===== config.mk =====
export PLATFORM = sky130hd
export DESIGN_NAME = writeback_unit
export DESIGN_NICKNAME = d
export VERILOG_FILES = /design/src/rtl/wb_pkg.sv /design/src/rtl/wb_fifo.sv /design/src/rtl/writeback_unit.sv
export SDC_FILE = /design/constraint.sdc
export NUM_CORES = 1
export LEC_CHECK = 0
export ABC_CLOCK_PERIOD_IN_PS = 5200
export BUFFER_PORTS_ARGS = -buffer_cell sky130_fd_sc_hd__buf_2
export CORE_MARGIN = 2
export CORE_UTILIZATION = 55
export CTS_CLUSTER_SIZE = 40
export DETAILED_ROUTE_END_ITERATION = 8
export PLACE_DENSITY = 0.77
export SETUP_SLACK_MARGIN = 0.4
export SLEW_MARGIN = 15
export SYNTH_ARGS = -nofsm -noshare
export SYNTH_HDL_FRONTEND = slang
export SYNTH_SLANG_ARGS = --single-unit

===== constraint.sdc =====
create_clock -name clk -period 5.2 [get_ports clk]
set_clock_uncertainty 0.05 [all_clocks]
set_input_delay 0.52 -clock clk [delete_from_list [all_inputs] [get_ports clk]]
set_output_delay 0.52 -clock clk [all_outputs]
set_load 0.01 [all_outputs]

===== src/rtl/wb_pkg.sv =====
// Shared types and load-lane extraction for the register-file writeback unit.
// The optional forwarding search is enabled with WB_FORWARD_EN.
package wb_pkg;

    localparam int WB_DATA_W = 32;

    typedef enum logic [1:0] {
        LS_BYTE = 2'b00,
        LS_HALF = 2'b01,
        LS_WORD = 2'b10,
        LS_RSVD = 2'b11
    } load_size_t;

    typedef struct packed {
        logic [4:0]           dest;
        logic [WB_DATA_W-1:0] data;
    } wb_entry_t;

    // Little-endian lane pick followed by sign/zero extension; word (and the
    // reserved encoding) passes the raw memory word through.
    function automatic logic [WB_DATA_W-1:0] load_extend(
        input logic [WB_DATA_W-1:0] data,
        input load_size_t           size,
        input logic                 is_signed,
        input logic [1:0]           offset
    );
        logic [7:0]           b;
        logic [15:0]          h;
        logic [WB_DATA_W-1:0] r;
        case (offset)
            2'd0:    b = data[7:0];
            2'd1:    b = data[15:8];
            2'd2:    b = data[23:16];
            default: b = data[31:24];
        endcase
        h = offset[1] ? data[31:16] : data[15:0];
        case (size)
            LS_BYTE: r = {{24{is_signed & b[7]}}, b};
            LS_HALF: r = {{16{is_signed & h[15]}}, h};
            default: r = data;
        endcase
        return r;
    endfunction

endpackage


===== src/rtl/wb_fifo.sv =====
// In-order pending queue for ALU results waiting on the register-file port.
// With WB_FORWARD_EN the storage and write pointer are exported for forwarding.
module wb_fifo
    import wb_pkg::*;
#(
    parameter int FIFO_DEPTH = 4,
    localparam int AW = $clog2(FIFO_DEPTH),
    localparam int CW = AW + 1
) (
    input  logic                        clk,
    input  logic                        rst,
    input  logic                        push,
    input  wb_entry_t                   push_entry,
    input  logic                        pop,
    input  logic                        flush,
    output wb_entry_t                   head,
    output logic [CW-1:0]               count,
    output logic                        full,
    output logic                        empty
`ifdef WB_FORWARD_EN
    ,
    output wb_entry_t [FIFO_DEPTH-1:0]  entries,
    output logic [AW-1:0]               wr_ptr_o
`endif
);

    wb_entry_t [FIFO_DEPTH-1:0] mem;
    logic [AW-1:0]              rd_ptr;
    logic [AW-1:0]              wr_ptr;

    assign head  = mem[rd_ptr];
    assign full  = (count == CW'(FIFO_DEPTH));
    assign empty = (count == '0);

`ifdef WB_FORWARD_EN
    assign entries  = mem;
    assign wr_ptr_o = wr_ptr;
`endif

    // Storage carries no reset; only pointers and count define validity.
    always_ff @(posedge clk) begin
        if (push && !flush) begin
            mem[wr_ptr] <= push_entry;
        end
    end

    // Depth is a power of two, so pointers wrap by natural overflow.
    always_ff @(posedge clk) begin
        if (rst || flush) begin
            rd_ptr <= '0;
            wr_ptr <= '0;
            count  <= '0;
        end else begin
            if (push) begin
                wr_ptr <= wr_ptr + AW'(1);
            end
            if (pop) begin
                rd_ptr <= rd_ptr + AW'(1);
            end
            case ({push, pop})
                2'b10:   count <= count + CW'(1);
                2'b01:   count <= count - CW'(1);
                default: count <= count;
            endcase
        end
    end

endmodule


===== src/rtl/writeback_unit.sv =====
// Register-file writer: loads win the single write port, ALU results queue in order.
// Defining WB_FORWARD_EN adds two combinational forwarding lookup ports.
module writeback_unit
    import wb_pkg::*;
#(
    parameter int FIFO_DEPTH = 4,
    parameter int DATA_W     = 32
) (
    input  logic              clk,
    input  logic              rst,
    input  logic              alu_valid,
    output logic              alu_ready,
    input  logic [4:0]        alu_dest,
    input  logic [DATA_W-1:0] alu_data,
    input  logic              ld_valid,
    input  logic [4:0]        ld_dest,
    input  logic [DATA_W-1:0] ld_data,
    input  logic [1:0]        ld_size,
    input  logic              ld_signed,
    input  logic [1:0]        ld_offset,
    input  logic              flush,
    output logic              registerWrite,
    output logic [4:0]        writeAddress,
    output logic [DATA_W-1:0] writeData,
    output logic              pending
`ifdef WB_FORWARD_EN
    ,
    input  logic [4:0]        fwd_addr0,
    input  logic [4:0]        fwd_addr1,
    output logic              fwd_hit0,
    output logic              fwd_hit1,
    output logic [DATA_W-1:0] fwd_data0,
    output logic [DATA_W-1:0] fwd_data1
`endif
);

    localparam int AW = $clog2(FIFO_DEPTH);
    localparam int CW = AW + 1;

    wb_entry_t     alu_entry;
    wb_entry_t     ld_entry;
    wb_entry_t     head;
    wb_entry_t     issue_entry;
    logic          push;
    logic          pop;
    logic          issue;
    logic          alu_fire;
    logic          full;
    logic          empty;
    logic [CW-1:0] count;

`ifdef WB_FORWARD_EN
    wb_entry_t [FIFO_DEPTH-1:0] entries;
    logic [AW-1:0]              wr_ptr;
`endif

    assign alu_ready = !full;
    assign alu_entry = '{dest: alu_dest, data: alu_data};
    assign ld_entry  = '{dest: ld_dest,
                         data: load_extend(ld_data, load_size_t'(ld_size), ld_signed, ld_offset)};

    // A handshake on flush or to r0 completes but the result is dropped.
    assign alu_fire = alu_valid && alu_ready && !flush && (alu_dest != 5'd0);

    always_comb begin
        push        = 1'b0;
        pop         = 1'b0;
        issue       = 1'b0;
        issue_entry = alu_entry;
        if (ld_valid) begin
            issue       = (ld_dest != 5'd0);
            issue_entry = ld_entry;
            push        = alu_fire;
        end else if (!empty && !flush) begin
            issue       = 1'b1;
            issue_entry = head;
            pop         = 1'b1;
            push        = alu_fire;
        end else if (alu_fire) begin
            issue       = 1'b1;
            issue_entry = alu_entry;
        end
    end

    wb_fifo #(.FIFO_DEPTH(FIFO_DEPTH)) u_fifo (
        .clk        (clk),
        .rst        (rst),
        .push       (push),
        .push_entry (alu_entry),
        .pop        (pop),
        .flush      (flush),
        .head       (head),
        .count      (count),
        .full       (full),
        .empty      (empty)
`ifdef WB_FORWARD_EN
        ,
        .entries    (entries),
        .wr_ptr_o   (wr_ptr)
`endif
    );

    // Address/data hold their last value on idle cycles; only the strobe drops.
    always_ff @(posedge clk) begin
        if (rst) begin
            registerWrite <= 1'b0;
            writeAddress  <= '0;
            writeData     <= '0;
        end else begin
            registerWrite <= issue;
            if (issue) begin
                writeAddress <= issue_entry.dest;
                writeData    <= issue_entry.data;
            end
        end
    end

    assign pending = (count != '0) || registerWrite;

`ifdef WB_FORWARD_EN
    // Oldest valid entry is visited first so newer matches overwrite it; the
    // output register is treated as newest and wins over any queue entry.
    function automatic logic [DATA_W:0] fwd_search(
        input logic [4:0]                addr,
        input wb_entry_t [FIFO_DEPTH-1:0] ents,
        input logic [AW-1:0]             wp,
        input logic [CW-1:0]             cnt,
        input logic                      wr_v,
        input logic [4:0]                wr_a,
        input logic [DATA_W-1:0]         wr_d
    );
        logic [DATA_W:0] r;
        logic [AW-1:0]   idx;
        r = '0;
        for (int i = FIFO_DEPTH; i >= 1; i--) begin
            idx = wp - AW'(i);
            if ((CW'(i) <= cnt) && (ents[idx].dest == addr)) begin
                r = {1'b1, ents[idx].data};
            end
        end
        if (wr_v && (wr_a == addr)) begin
            r = {1'b1, wr_d};
        end
        if (addr == 5'd0) begin
            r = '0;
        end
        return r;
    endfunction

    always_comb begin
        {fwd_hit0, fwd_data0} = fwd_search(fwd_addr0, entries, wr_ptr, count,
                                           registerWrite, writeAddress, writeData);
        {fwd_hit1, fwd_data1} = fwd_search(fwd_addr1, entries, wr_ptr, count,
                                           registerWrite, writeAddress, writeData);
    end
`endif

endmodule


==> results of run 1 <==
-- power breakdown --
part	switching, mW	internal, mW
Sequential	0.0200	1.70
Combinational	0.170	0.113
Clock	0.547	0.657
Total	0.738	2.47
-- logic make-up after synthesis --
kind of cell / after synthesis / synth area share
flip-flops: 193 / 0.646
adder cells (fa/ha/maj): 6 / 0.00997
AND/OR/NAND/NOR: 77 / 0.0464
buffers and inverters: 56 / 0.0465
AO/OA/AOI/OAI: 131 / 0.143
multiplexers: 39 / 0.104
XOR/XNOR: 5 / 0.00529
-- layer usage --
layer | vias to the layer above | track usage
met5 | - | 0
met4 | 6 | 0.0724
met3 | 40 | 0.0700
met2 | 348 | 0.394
met1 | 2646 | 0.358
li1 | 2306 | -
-- sequential cells by signal, summed over array words and instances, names as in the netlist --
| signal | count |
|---|---|
| registerWrite | 1 |
| u_fifo.count | 3 |
| u_fifo.mem | 148 |
| u_fifo.rd_ptr | 2 |
| u_fifo.wr_ptr | 2 |
| writeAddress | 5 |
| writeData | 32 |
-- through the flow --
| step | util | hold slack, ns |
|---|---|---|
| 6_report | 0.644 | 0.270 |
| 3_3_place_gp | 0.607 | 0.402 |
| 3_5_place_dp | 0.607 | 0.420 |
| 4_1_cts | 0.643 | 0.248 |
| 5_1_grt | 0.643 | 0.250 |
| 2_1_floorplan | - | 0.417 |
-- cell usage after synthesis (3+ instances only) --
cell	count	area, sq um
clkbuf_1	11	41.3
buf_4	3	22.5
nor2_1	41	154
a222oi_1	25	250
and2_1	7	43.8
a21oi_1	7	35.0
a22o_1	10	87.6
nand2_1	7	26.3
a311oi_2	9	135
edfxtp_1	148	4440
o221ai_1	7	61.3
mux4_2	36	811
buf_2	7	35.0
inv_1	15	56.3
a22oi_1	9	67.6
xor2_1	3	26.3
a211oi_1	13	97.6
nor3_1	3	15.0
o21bai_1	7	52.6
nor2b_1	7	43.8
clkbuf_8	9	124
a211oi_2	14	175
dfxtp_1	45	901
o21ai_0	3	15.0
buf_6	4	45.0
ha_1	5	62.6
a31oi_1	14	87.6
-- final cells by class --
type | instances | share of cell area
Clock buffer | 22 | 0.0471
Clock inverter | 10 | 0.00969
Antenna cell | 1 | 0.000266
Inverter | 16 | 0.00637
Multi-Input combinational cell | 258 | 0.273
Timing Repair Buffer | 131 | 0.0717
Sequential cell | 193 | 0.567
Tap cell | 184 | 0.0244
-- worst max-delay path, cell delays in order, from the launching register on --
cell and delay, ns:
dfxtp_1 0.35, nor3_1 0.52, o21ba_4 0.61, nor2_1 0.25
inv_1 0.11, ha_1 0.19, inv_1 0.06, fa_1 0.38
xor2_1 0.17, or3_1 0.31, a21oi_1 0.14
-- worst max path at each step --
stage                          startpoint               to  cells after the start
after floorplan               alu_dest[1]  u_fifo.count[2]                     10
after global routing      u_fifo.count[0]  u_fifo.count[2]                     10
after detailed placement         ld_valid  u_fifo.mem[133]                      5
after CTS                 u_fifo.count[0]  u_fifo.count[2]                     10
final                     u_fifo.count[0]  u_fifo.count[2]                     10
after global placement           ld_valid  u_fifo.mem[130]                      5
-- cell usage in the layout, fill, tap and decap left out, drive strengths merged, types with 7 or more instances in the layout --
master	netlist	final
nor2b	7	7
a31oi	14	14
edfxtp	148	148
dfxtp	45	45
o21bai	7	7
a21oi	7	7
and2	7	7
a222oi	25	25
nand2	7	7
buf	18	131
nor2	42	42
mux4	37	37
inv	16	16
a311oi	10	10
a211oi	27	27
o221ai	7	7
a22o	10	10
a22oi	9	9
clkbuf	21	22
==> results.py, run 1 <==
metrics = {
    "timing": {
        "period_minus_slack_ns": 3.20,
        "worst_slack_ns": 2.00,
        "unrepaired_setup_endpoints_after_global_routing": "no",
        "worst_margin_slew_ns": 1.06,
        "setup-violations-final": 0,
        "period_share": 0.615,
        "headroom_to_the_max_slew_limit": 0.291,
        "timing.final.max_slew_violations": 0,
        "hold_violations": 0,
        "tns_ns": 0,
        "timing.fmax_mhz": 313,
    },
    "clock_network": {
        "root_buffer": "clkbuf_16",
        "cts_post_setup_buffers_inserted": 0,
        "clock-sinks": 193,
        "clk_latency_ns": 0.43,
        "maximum_buffer_depth_of_the_clock_tree": 2,
        "number_of_clock_buffers_inserted_by_tritoncts": 17,
        "worst_setup_hold_path_clk_slew_ns": 0.07,
        "tritoncts": "done",
        "htreeDepth": 4,
        "post_cts_resize_count": 0,
        "ctsHoldBuffers": 0,
    },
    "power_and_ir_drop": {
        "total_power_mw": 3.20,
        "leakagePower_nw": 3.25,
        "power_per_cell_area_mw_per_mm2": 340,
        "max-vdd-ir-drop_mv": 0.262,
    },
    "flow_run": {
        "max_capacitance_violation_count": 0,
    },
    "critical_path": {
        "r2r_slack_ns": 2.00,
        "worstRegToRegCells": 10,
        "r2r-end": "u_fifo.count[2]",
        "critPathRequiredTime_ns": 5.52,
        "reg2reg_from": "u_fifo.count[0]",
        "critPathArrivalTime_ns": 3.52,
        "timing.critical_path.to_type": "flip-flop",
        "crit_path_start_kind": "flip-flop",
        "cp_max_fo": 40,
        "setup.worst_path.class": "flip-flop to flip-flop",
    },
    "routing": {
        "post_drt_via_cell_ratio": 6.56,
        "wirelength_mm": 19.6,
        "num_vias": 5346,
        "met3WireLength_mm": 2.05,
        "drt-wirelength-per-cell_um": 24.1,
        "route.antenna.remaining_nets": 0,
        "wire_length_the_detailed_router_placed_on_met1_mm": 7.71,
        "dr.max_layer_used": "met5",
        "detail_route.first_pass.iterations": 6,
        "met2WireLength_mm": 9.52,
        "post-route-drc-count": 0,
        "initialDrtViolationCount": 912,
    },
    "finish": {
        "stdcell_count": 815,
        "fillers": 1060,
        "final_layout_size_suffix_gt1_frac": 0.362,
        "multi_input_comb_area_sq_mm": 0.00257,
        "final-seq-area_sq_mm": 0.00535,
        "final_net_count": 707,
        "finalInstanceArea_sq_mm": 0.00942,
        "synthToLayoutAreaGrowth_pct": 13.8,
    },
    "global_route": {
        "wire_length_of_the_first_global_routing_pass_mm": 29.9,
        "grt_overflow": 0,
        "number_of_antenna_violations_at_the_first_check_in_global_routing": 3,
        "maximum_number_of_pins_on_one_net_before_global_route_repair": 41,
        "via_count_of_the_first_global_routing_pass": 5220,
        "track_usage": 0.254,
    },
    "floorplan": {
        "floorplan_die_area_sq_mm": 0.0161,
        "std_cell_rows": 44,
        "die_y_um": 127,
        "die_width_um": 127,
        "number_of_ports_placed_on_the_die_boundary": 124,
        "initial_core_util": 0.565,
        "total_core_area_sq_mm": 0.0146,
    },
    "logic_synthesis": {
        "synth_nets": 597,
        "synth_ff_type": "edfxtp_1",
        "async_flop_share": 0,
        "syn_area_per_cell_sq_um": 16.3,
        "syn-instance-count": 507,
        "yosys.cell_types.count": 58,
        "synth_seq_cells": 193,
        "yosys_warns": 0,
        "synth-seq-area-share": 0.646,
        "synth_enable_flop_cells": 148,
        "syn-cell-area_sq_mm": 0.00828,
    },
    "place": {
        "finalWeightedCongestion": 0.819,
        "dp_cells": 782,
        "preCtsSetupSlack_ns": 1.88,
        "io_buffer_count": 123,
        "postPlaceCellArea_sq_mm": 0.00889,
        "hpwlAfterDp_mm": 12.8,
    },
    "min_path": {
        "worstHoldPathType": "primary input to flip-flop",
        "holdPathEnd": "u_fifo.mem[30]",
        "timing.hold.worst_path_depth": 1,
        "worst_min_path_start": "alu_data[30]",
    },
    "run_status": {
        "result_of_the_run": "finished, final reports clean",
    },
}
Power figures use the tool's default switching activity.
==> inputs of run 2 (changes only) <==
--- a/config.mk
+++ b/config.mk
@@ -5,7 +5,7 @@
 export SDC_FILE = /design/constraint.sdc
 export NUM_CORES = 1
 export LEC_CHECK = 0
-export ABC_CLOCK_PERIOD_IN_PS = 5200
+export ABC_CLOCK_PERIOD_IN_PS = 3000
 export BUFFER_PORTS_ARGS = -buffer_cell sky130_fd_sc_hd__buf_2
 export CORE_MARGIN = 2
 export CORE_UTILIZATION = 55
==> constraint.sdc (replaced) <==
create_clock -name clk -period 3 [get_ports clk]
set_clock_uncertainty 0.05 [all_clocks]
set_input_delay 0.3 -clock clk [delete_from_list [all_inputs] [get_ports clk]]
set_output_delay 0.3 -clock clk [all_outputs]
set_load 0.01 [all_outputs]
==> run 2 against run 1 <==
Effect of this change:
- the flow now finishes with violations (capacitance limit)
- largest power group unchanged
- global-route usage shrank 0.093 points
- flip-flop and latch count is the same
- first-iteration DRC count shrank 14%
==> results.py, run 2 (synthesis results as in run 1) <==
metrics = {
    "clock_network": {
        "clk_latency_ns": 0.43,
        "tritoncts": "done",
        "number_of_clock_buffers_inserted_by_tritoncts": 17,
        "maximum_buffer_depth_of_the_clock_tree": 2,
        "cts_post_setup_buffers_inserted": 0,
        "root_buffer": "clkbuf_16",
        "clock-sinks": 193,
        "worst_setup_hold_path_clk_slew_ns": 0.07,
        "htreeDepth": 4,
        "ctsHoldBuffers": 0,
    },
    "timing": {
        "tns_ns": 0,
        "hold_slack_ns": 0.0499,
        "hold_violations": 0,
        "period_share": 0.844,
        "timing.fmax_mhz": 395,
        "worst_slack_ns": 0.467,
        "setup-violations-final": 0,
        "period_minus_slack_ns": 2.53,
        "unrepaired_setup_endpoints_after_global_routing": "yes",
        "timing.final.max_slew_violations": 0,
        "worst_margin_slew_ns": 1.46,
        "headroom_to_the_max_slew_limit": 0.0154,
    },
    "floorplan": {
        "number_of_ports_placed_on_the_die_boundary": 124,
        "std_cell_rows": 44,
        "die_y_um": 127,
        "initial_core_util": 0.565,
        "total_core_area_sq_mm": 0.0146,
        "floorplan_die_area_sq_mm": 0.0161,
        "die_width_um": 127,
    },
    "place": {
        "preCtsSetupSlack_ns": 0.245,
        "finalWeightedCongestion": 0.857,
        "io_buffer_count": 123,
        "hpwlAfterDp_mm": 13.4,
    },
    "critical_path": {
        "cp-startpoint": "u_fifo.count[2]",
        "reg2reg_from": "u_fifo.count[2]",
        "timing.critical_path.to_type": "flip-flop",
        "critPathRequiredTime_ns": 3.31,
        "setup.worst_path.class": "flip-flop to flip-flop",
        "cp_max_fo": 7,
        "crit_path_start_kind": "flip-flop",
        "critPathArrivalTime_ns": 2.84,
        "r2r_slack_ns": 0.47,
    },
    "routing": {
        "wire_length_the_detailed_router_placed_on_met1_mm": 8.00,
        "met2WireLength_mm": 9.72,
        "route.antenna.remaining_nets": 0,
        "post_drt_via_cell_ratio": 6.49,
        "dr.max_layer_used": "met5",
        "wirelength_mm": 20.2,
        "initialDrtViolationCount": 781,
        "drt-wirelength-per-cell_um": 24.3,
        "num_vias": 5390,
        "detail_route.first_pass.iterations": 8,
        "post-route-drc-count": 0,
        "met3WireLength_mm": 2.14,
    },
    "power_and_ir_drop": {
        "leakagePower_nw": 3.37,
        "max-vdd-ir-drop_mv": 0.489,
        "power_per_cell_area_mw_per_mm2": 590,
    },
    "global_route": {
        "maximum_number_of_pins_on_one_net_before_global_route_repair": 41,
        "track_usage": 0.253,
        "wire_length_of_the_first_global_routing_pass_mm": 29.8,
        "grt_overflow": 0,
        "via_count_of_the_first_global_routing_pass": 5309,
        "number_of_antenna_violations_at_the_first_check_in_global_routing": 5,
    },
    "finish": {
        "layout_commonest_cell": "edfxtp_1",
        "synthToLayoutAreaGrowth_pct": 16.3,
        "largest_registers": "u_fifo.mem x148, writeData x32, writeAddress x5",
        "leading_cell_types_in_the_layout_fill_and_taps_excluded": "edfxtp_1, buf_2, dfxtp_1",
        "largest_register_ffs": 148,
        "final_layout_size_suffix_gt1_frac": 0.386,
        "final_net_count": 722,
        "regMostFlops": "u_fifo.mem",
    },
    "min_path": {
        "worstHoldPathType": "primary input to flip-flop",
        "worst_min_path_start": "alu_data[7]",
    },
    "run_status": {
        "result_of_the_run": "complete, but fails checks",
        "violations": "capacitance limit",
    },
    "flow_run": {
        "max_capacitance_violation_count": 1,
    },
}
## run 2: changes by cell type in the layout (fill, tap and decap cells not counted), sizes merged
cell,previous run,this run
inv,16,18
a32oi,1,2
clkinv,5,7
diode,1,2
buf,131,145
clkinvlp,4,2
clkbuf,22,19
bufinv,1,2
## run 2: through the flow
step,cell area [sq um],util,cells,power (mW)
after floorplan,8280,-,507,3.32
after global placement,9030,0.617,796,3.51
after detailed placement,9030,0.617,796,3.53
after CTS,9600,0.656,828,5.70
after global routing,9630,0.657,830,5.84
final,9630,0.657,831,5.68
## run 2: final timing paths
| kind | cells after the start | endpoint |
|---|---|---|
| setup / recovery | 10 | u_fifo.count[2] |
| hold / removal | 1 | u_fifo.mem[7] |
| setup reg to reg | 10 | u_fifo.count[2] |
| hold reg to reg | 2 | writeData[18] |
## run 2: critical path, stage by stage (launching register included)
cell       delay [ns]
dfxtp_1          0.39
or3b_2           0.49
o2111ai_2        0.12
nor2_2           0.10
inv_1            0.07
ha_1             0.17
inv_1            0.06
fa_1             0.38
xor2_1           0.16
or3_1            0.31
a21oi_1          0.17
## run 2: what timing repair did
item                       in CTS  in global routing
cloned                          0                  1
pin swaps                       0                  1
gates resized for setup         1                  1
hold endpoints to repair        0                  0
setup endpoints to repair       1                  1
## run 2: routing by layer
layer / up-vias / global-route usage
met5: - / 0
met4: 4 / 0.0873
met3: 36 / 0.0709
met2: 326 / 0.400
met1: 2684 / 0.342
li1: 2340 / -
## run 2: layout make-up
type | count | area [sq um]
fill | 1018 | 5020
sequential | 193 | 5350
tap | 184 | 230
multi-input combinational | 259 | 2600
clock buffer | 19 | 433
timing repair buffer | 145 | 818
clock inverter | 13 | 138
inverter | 16 | 60.1
antenna | 2 | 5.00
## run 2: power by group
part / total [mW] / internal (mW) / switching (mW)
Clock: 2.20 / 1.23 / 0.967
Combinational: 0.510 / 0.206 / 0.304
Sequential: 2.97 / 2.94 / 0.0334
Total: 5.68 / 4.38 / 1.30
